[config.mk]
export PLATFORM = sky130hd
export DESIGN_NAME = wb_regfile
export DESIGN_NICKNAME = d
export VERILOG_FILES = /design/src/rtl/wb_regfile.sv
export SDC_FILE = /design/constraint.sdc
export NUM_CORES = 2
export LEC_CHECK = 0
export CAP_MARGIN = 20
export CORE_MARGIN = 2
export CORE_UTILIZATION = 50
export CTS_BUF_LIST = sky130_fd_sc_hd__clkbuf_2
export DETAILED_ROUTE_END_ITERATION = 16
export PLACE_DENSITY_LB_ADDON = 0.12
export REMOVE_ABC_BUFFERS = 1
export SLEW_MARGIN = 10
export SYNTH_ARGS = -nofsm -noshare
export SYNTH_HDL_FRONTEND = slang
export SYNTH_SLANG_ARGS = --single-unit
[constraint.sdc]
create_clock -name clk -period 86.6 [get_ports clk]
set_clock_uncertainty 0.1 [all_clocks]
set_input_delay 17.32 -clock clk [delete_from_list [all_inputs] [get_ports clk]]
set_output_delay 17.32 -clock clk [all_outputs]
set_load 0.05 [all_outputs]
[src/rtl/wb_regfile.sv]
// Writeback stage: selects the writeback value, commits it to a 32x32 register file,
// serves two write-through read ports and counts commits. Optional macro: WB_REGFILE_SP_INIT_EN.
module wb_regfile #(
    parameter logic [31:0] LINK_OFFSET = 32'd4,
    parameter logic [31:0] SP_INIT     = 32'h000007FC
) (
    input  logic        clk,
    input  logic        reset,
    input  logic        WBRegWrite,
    input  logic [4:0]  WBrd,
    input  logic [1:0]  WBMemtoReg,
    input  logic [31:0] WBPC,
    input  logic [31:0] WBRead_data,
    input  logic [31:0] WBALUOut,
    input  logic [4:0]  IDrs,
    input  logic [4:0]  IDrt,
    output logic [31:0] rs_data,
    output logic [31:0] rt_data,
    output logic [31:0] WBWrite_data,
    output logic [31:0] commit_count
);

`ifdef WB_REGFILE_SP_INIT_EN
    localparam logic SP_EN = 1'b1;
`else
    localparam logic SP_EN = 1'b0;
`endif
    localparam logic [31:0] R29_RESET = SP_EN ? SP_INIT : 32'd0;

    logic [31:0] r_regs [32];
    logic [31:0] r_commitCount;
    logic [31:0] w_writeData;
    logic        w_commit;

    // Reserved select 2'b11 falls back to the ALU result.
    always_comb begin
        w_writeData = WBALUOut;
        case (WBMemtoReg)
            2'b01:   w_writeData = WBRead_data;
            2'b10:   w_writeData = WBPC + LINK_OFFSET;
            default: w_writeData = WBALUOut;
        endcase
    end

    assign w_commit = WBRegWrite && (WBrd != 5'd0);

    always_ff @(posedge clk or posedge reset) begin
        if (reset) begin
            for (int i = 0; i < 32; i++) begin
                r_regs[i] <= (i == 29) ? R29_RESET : 32'd0;
            end
        end else if (w_commit) begin
            r_regs[WBrd] <= w_writeData;
        end
    end

    always_ff @(posedge clk or posedge reset) begin
        if (reset) begin
            r_commitCount <= 32'd0;
        end else if (w_commit) begin
            r_commitCount <= r_commitCount + 32'd1;
        end
    end

    // The bypass lets ID see a value in the same cycle it is being committed.
    always_comb begin
        rs_data = r_regs[IDrs];
        if (IDrs == 5'd0) begin
            rs_data = 32'd0;
        end else if (WBRegWrite && (WBrd == IDrs)) begin
            rs_data = w_writeData;
        end
    end

    always_comb begin
        rt_data = r_regs[IDrt];
        if (IDrt == 5'd0) begin
            rt_data = 32'd0;
        end else if (WBRegWrite && (WBrd == IDrt)) begin
            rt_data = w_writeData;
        end
    end

    assign WBWrite_data = w_writeData;
    assign commit_count = r_commitCount;

endmodule
Word-level counts from Yosys, hierarchy flattened
Cells that the tools add are included.
- bits in latches: 0
- memory bits (read-only): 0
- RAM bits: 0
- output and inout bits: 128
- register bits after elaboration: 1056
- memories: 0
- $add $sub $neg: 2
- eq/ne operators: 4
- reduce and logical (&&, ||, !) cells: 7
- muxes and demuxes: 14
- shifts and indexed selects: 0
- bitwise operators: 3
- multipliers: 0
- $lt $le $gt $ge: 4
- div/mod/pow operators: 0
- operators with widths (kind ; count):
    bitwise mux 1024 bit ; 1
    binary-select mux 32 bit (select 5 bit) ; 2
    two-way mux 32 bit ; 9
    demux 32 bit (select 5 bit) ; 1
    one-hot mux 32 bit (2 select lines) ; 1
    adder 32 x 1 -> 32 bit, second input constant ; 1
    adder 32 x 3 -> 32 bit, second input constant ; 1
    greater-or-equal comparator 6 bit, second input constant ; 3
    inverter 5 -> 6 bit ; 3
    == test 5 bit ; 2
    logical NOT 5 bit ; 2
    < comparator 6 x 1 -> 1 bit, second input constant ; 1
    nonzero test 5 bit ; 1
    logical AND 1 bit ; 4
    == test 2 x 1 -> 1 bit, second input constant ; 1
    == test 2 bit, second input constant ; 1

Logic depth before layout (Yosys ltp)
- depth after elaboration: 6
- depth in mapped cells: 12
- gate-level depth less buffers: 7

Worst setup path after synthesis
No wires, ideal clock.
- path kind: in2out
- start: input port IDrt[0]
- end: output port rt_data[3]
- arrival time: 20.112 ns
- path buffers: 5
- required time: 69.180 ns
- setup slack: 49.068 ns
- cell stages on the path: 10
- path through: buf_2 -> buf_4 -> buf_2 -> buf_2 -> inv_2 -> buf_1 -> nand2_1 -> a311oi_1 -> nor3_1 -> a211oi_1
- cells in the longest elaborated chain, start to end: 6
- elaborated cells between the ends (all ways): 9
- classes of those cells: eq/ne: 1; mux: 5; bitwise: 1; reduce/logical: 2
- ends and longest elaborated chain (what ; line ; source):
    start, declared ; 16 ; input logic [4:0] IDrt,
    inverter 5 -> 6 bit (not written as such) ; 76 ; rt_data = r_regs[IDrt];
    binary-select mux 32 bit (select 5 bit) ; 76 ;
    two-way mux 32 bit (not written as such) (2 in a row) ; 76 ;
    two-way mux 32 bit ; 79 ; end else if (WBRegWrite && (WBrd == IDrt)) begin
    two-way mux 32 bit (*) ; 77 ; if (IDrt == 5'd0) begin
    end, declared ; 18 ; output logic [31:0] rt_data,
Mark *: on every way between the ends. The rest lies on a longest branch, timed or not. The select of a mux whose other input is x is not followed.

Final worst setup path
- start: input port IDrs[0]
- end: output port rs_data[25]
- cells in the longest elaborated chain, start to end: 6
- elaborated cells between the ends (all ways): 9
- classes of those cells: eq/ne: 1; mux: 5; bitwise: 1; reduce/logical: 2
- ends and longest elaborated chain (what ; line ; source):
    start, declared ; 15 ; input logic [4:0] IDrs,
    inverter 5 -> 6 bit (not written as such) ; 67 ; rs_data = r_regs[IDrs];
    binary-select mux 32 bit (select 5 bit) ; 67 ;
    two-way mux 32 bit (not written as such) (2 in a row) ; 67 ;
    two-way mux 32 bit ; 70 ; end else if (WBRegWrite && (WBrd == IDrs)) begin
    two-way mux 32 bit (*) ; 68 ; if (IDrs == 5'd0) begin
    end, declared ; 17 ; output logic [31:0] rs_data,
Marked as above.

==> flow_summary.json <==
{
  "status": "finished clean",
  "fp.dieH_um": 337,
  "top_layer": "met5",
  "core_area_um2": 111000,
  "hold_viol_final": 0,
  "crit_chain": "buf_8 -> buf_12 -> buf_4 -> mux4_2 -> mux4_2 -> nor2b_1 -> a2111oi_0 -> a211oi_1 -> clkdlybuf4s50_1",
  "ctsHoldBuffers": 0,
  "first_iter_violations": 4762,
  "grt_use_total_pct": 34.1,
  "clock.fmax_mhz": 25.2,
  "path_max_fanout": 87,
  "drc_errors": 0,
  "slew_headroom_pct": 14.1,
  "p_seq_share_pct": 48.4,
  "dr_wl_met2_um": 86500,
  "synth_edf_count": 0,
  "internal_power_mw": 0.872,
  "cp_top_family": "buffers and inverters",
  "ioPinCount": 244,
  "ys_types": 64,
  "synth_compound_area_share_pct": 12.4,
  "r2r_slack_ns": 84.23,
  "wl_per_cell_um": 28.0,
  "clkSlewWorstSetupHoldPaths_ns": 0.08,
  "hpwl_um": 106000,
  "cp_num_buf_inv": 4,
  "post-route-cell-area_um2": 61600,
  "rows": 122,
  "final_common_cell": "nand2_1",
  "vias_per_cell": 6.33,
  "avgSynthCellArea_um2": 11.1,
  "clockBufferDepth": 4,
  "synthFlopType": "dfrtp_1",
  "gp_congestion": 0.857,
  "syn_area_um2": 55600,
  "grt_setup_unrepaired": "false",
  "critical_path_class": "in2out",
  "synthCells": 5014,
  "ant_nets": 0,
  "die_w_um": 337,
  "clockRootBuffer": "clkbuf_2",
  "synthXorXnorAreaFrac_pct": 1.09,
  "yosys.area.top_type_share_pct": 47.5,
  "area_growth_syn_to_layout_pct": 10.8,
  "grt_pass1_wl_um": 281000,
  "cts_made_buffers": 299,
  "grt_pass1_vias": 42200,
  "period_needed_ns": 39.75,
  "portBuffers": 243,
  "wirelength_um": 191000,
  "slowest_delay_ns": 0.82,
  "required_ns": 69.18,
  "rr_endpoint": "commit_count[24]",
  "yosys.area.top_type": "dfrtp_1",
  "insertion_delay_ns": 1.53,
  "grt_max_degree": 175,
  "cp-end-kind": "output port",
  "cts_num_sinks": 1056,
  "dr.pass1.iters": 6,
  "cts_tree": "built",
  "p_comb_share_pct": 24.8,
  "placed_cell_area_um2": 59000,
  "overflow": 0,
  "vias": 43200,
  "dr_wl_met3_um": 19700,
  "reg2reg_from": "commit_count[0]",
  "hold_path.class": "reg2reg",
  "ys_seq_area_share_pct": 47.5,
  "wl_met1_um": 78500,
  "setup_viol": 0,
  "cp.arrival_ns": 22.33,
  "p_leak_nw": 27.1,
  "start_kind": "input pin",
  "ys_warn_count": 0,
  "cp-startpoint": "IDrs[0]",
  "post_cts_buffers": 0,
  "nets": 5262,
  "endpoint": "rs_data[25]",
  "antenna_found_initial": 5,
  "synth_top_family_by_area": "multiplexers",
  "crit_top_cell": "mux4_2",
  "ys_async_sr_fraction_pct": 100,
  "finalSetupTns_ns": 0,
  "dieArea_um2": 114000,
  "start_util_pct": 50.3,
  "tightest_slew_ns": 1.28,
  "synth-seq-cells": 1056,
  "r2r_cells": 7,
  "synthAdderAreaFrac_pct": 0.0900,
  "pwr-share-clk_pct": 26.7,
  "crit_slowest_cell": "buf_4",
  "p_switching_mw": 0.461,
  "synthTopCellsByArea": "dfrtp_1 48%, mux4_2 22%, o21ai_0 8.6%",
  "swShare_pct": 34.6,
  "cts_resized": 0,
  "ir_worst_vdd_uv": 12.9,
  "htreeDepth": 5,
  "powerDensity_nw_per_um2": 21.6,
  "fin_crit_sh_pct": 45.9,
  "layout_common_cells": "1081 x nand2_1, 1056 x dfrtp_1, 955 x o21ai_0, 533 x mux4_2, 412 x clkbuf_2",
  "synth.area.mux_share_pct": 24.7,
  "layout-drive-gt1-share_pct": 22.0,
  "synth_simple_gate_area_share_pct": 9.97,
  "cap_violations": 0,
  "cp.depth": 9,
  "final_max_slew_viol_count": 0
}
-- worst min path at each step --
stage	start	to	slack, ns	cells past startpoint
2_1_floorplan	r_regs[1000]	r_regs[1000]	0.27	0
6_report	r_regs[999]	r_regs[999]	0.30	0
3_5_place_dp	r_regs[993]	r_regs[993]	0.28	0
5_1_grt	r_regs[1002]	r_regs[1002]	0.32	0
3_3_place_gp	r_regs[1010]	r_regs[1010]	0.28	0
4_1_cts	r_regs[999]	r_regs[999]	0.30	0
-- per-stage QoR --
stage / cells / worst slack [ns] / power, mW / util, % / hold WS [ns]
4_1_cts: 6802 / 46.91 / 1.34 / 55.6 / 0.301
3_5_place_dp: 6323 / 46.92 / 0.982 / 53.4 / 0.282
2_1_floorplan: 4488 / 39.46 / 0.860 / - / 0.265
6_report: 6812 / 46.85 / 1.33 / 55.7 / 0.304
3_3_place_gp: 6321 / 46.90 / 0.971 / 53.4 / 0.277
5_1_grt: 6809 / 46.56 / 1.40 / 55.7 / 0.316
-- cells by family (layout without fill, tap and decap cells) --
logic type      after synthesis  in the layout
flops                      1056           1056
buf+inv                     574            880
simple gates               1353           1353
other cells                   0              4
mux                         702            702
compound gates             1256           1256
xor+xnor                     69             69
fa+ha+maj                     4              4
-- sequential cells by signal, indices dropped and copies added (netlist names) --
name,flops
commit_count,32
r_regs,1024
-- cells in the mapped netlist, types with 6 or more instances --
cell	instances
nor2_1	40
inv_1	45
a21oi_1	26
buf_1	32
dfrtp_1	1056
and3_1	14
a2111oi_0	8
nand3_1	61
nand4_1	19
mux2i_1	162
a22oi_1	37
mux4_2	533
a211oi_1	76
and2_1	7
nor4_1	8
nor2b_1	29
o21ai_1	48
a222oi_1	11
o22ai_1	39
mux2_2	7
buf_2	66
o21ai_0	959
xor2_1	27
buf_4	26
a221oi_1	15
nor3_1	26
nand2b_1	9
xnor2_1	42
a221o_1	6
and4_1	6
nand2_1	1113
clkbuf_1	396
-- layer usage --
layer	vias up	GRT usage (%)
met1	21900	47.8
met3	399	9.07
met4	2	12.3
met5	-	0
met2	2274	51.4
li1	18600	-
-- power by group through the flow --
stage / Combinational, mW / Clock [mW] / Sequential (mW)
2_1_floorplan: 0.221 / 0 / 0.639
3_3_place_gp: 0.323 / 0 / 0.648
3_5_place_dp: 0.330 / 0 / 0.653
4_1_cts: 0.330 / 0.362 / 0.643
5_1_grt: 0.360 / 0.388 / 0.656
6_report: 0.331 / 0.356 / 0.646
-- worst reg2reg max path, stage by stage (launching register included) --
cell	delay, ns
dfrtp_1	0.42
ha_1	0.19
nand3_1	0.08
a211oi_1	0.45
and2_0	0.37
nor2b_1	0.37
nand4_1	0.16
xnor2_1	0.15
-- cell type report --
| cell class | instances | area (um2) |
|---|---|---|
| timing repair buffer | 353 | 3410 |
| clock inverter | 68 | 398 |
| antenna | 4 | 10.0 |
| sequential | 1056 | 26400 |
| tap | 1488 | 1860 |
| clock buffer | 411 | 2060 |
| fill | 9732 | 48900 |
| multi-input combinational | 3384 | 27200 |
| inverter | 48 | 188 |
Power figures use the tool's default switching activity.
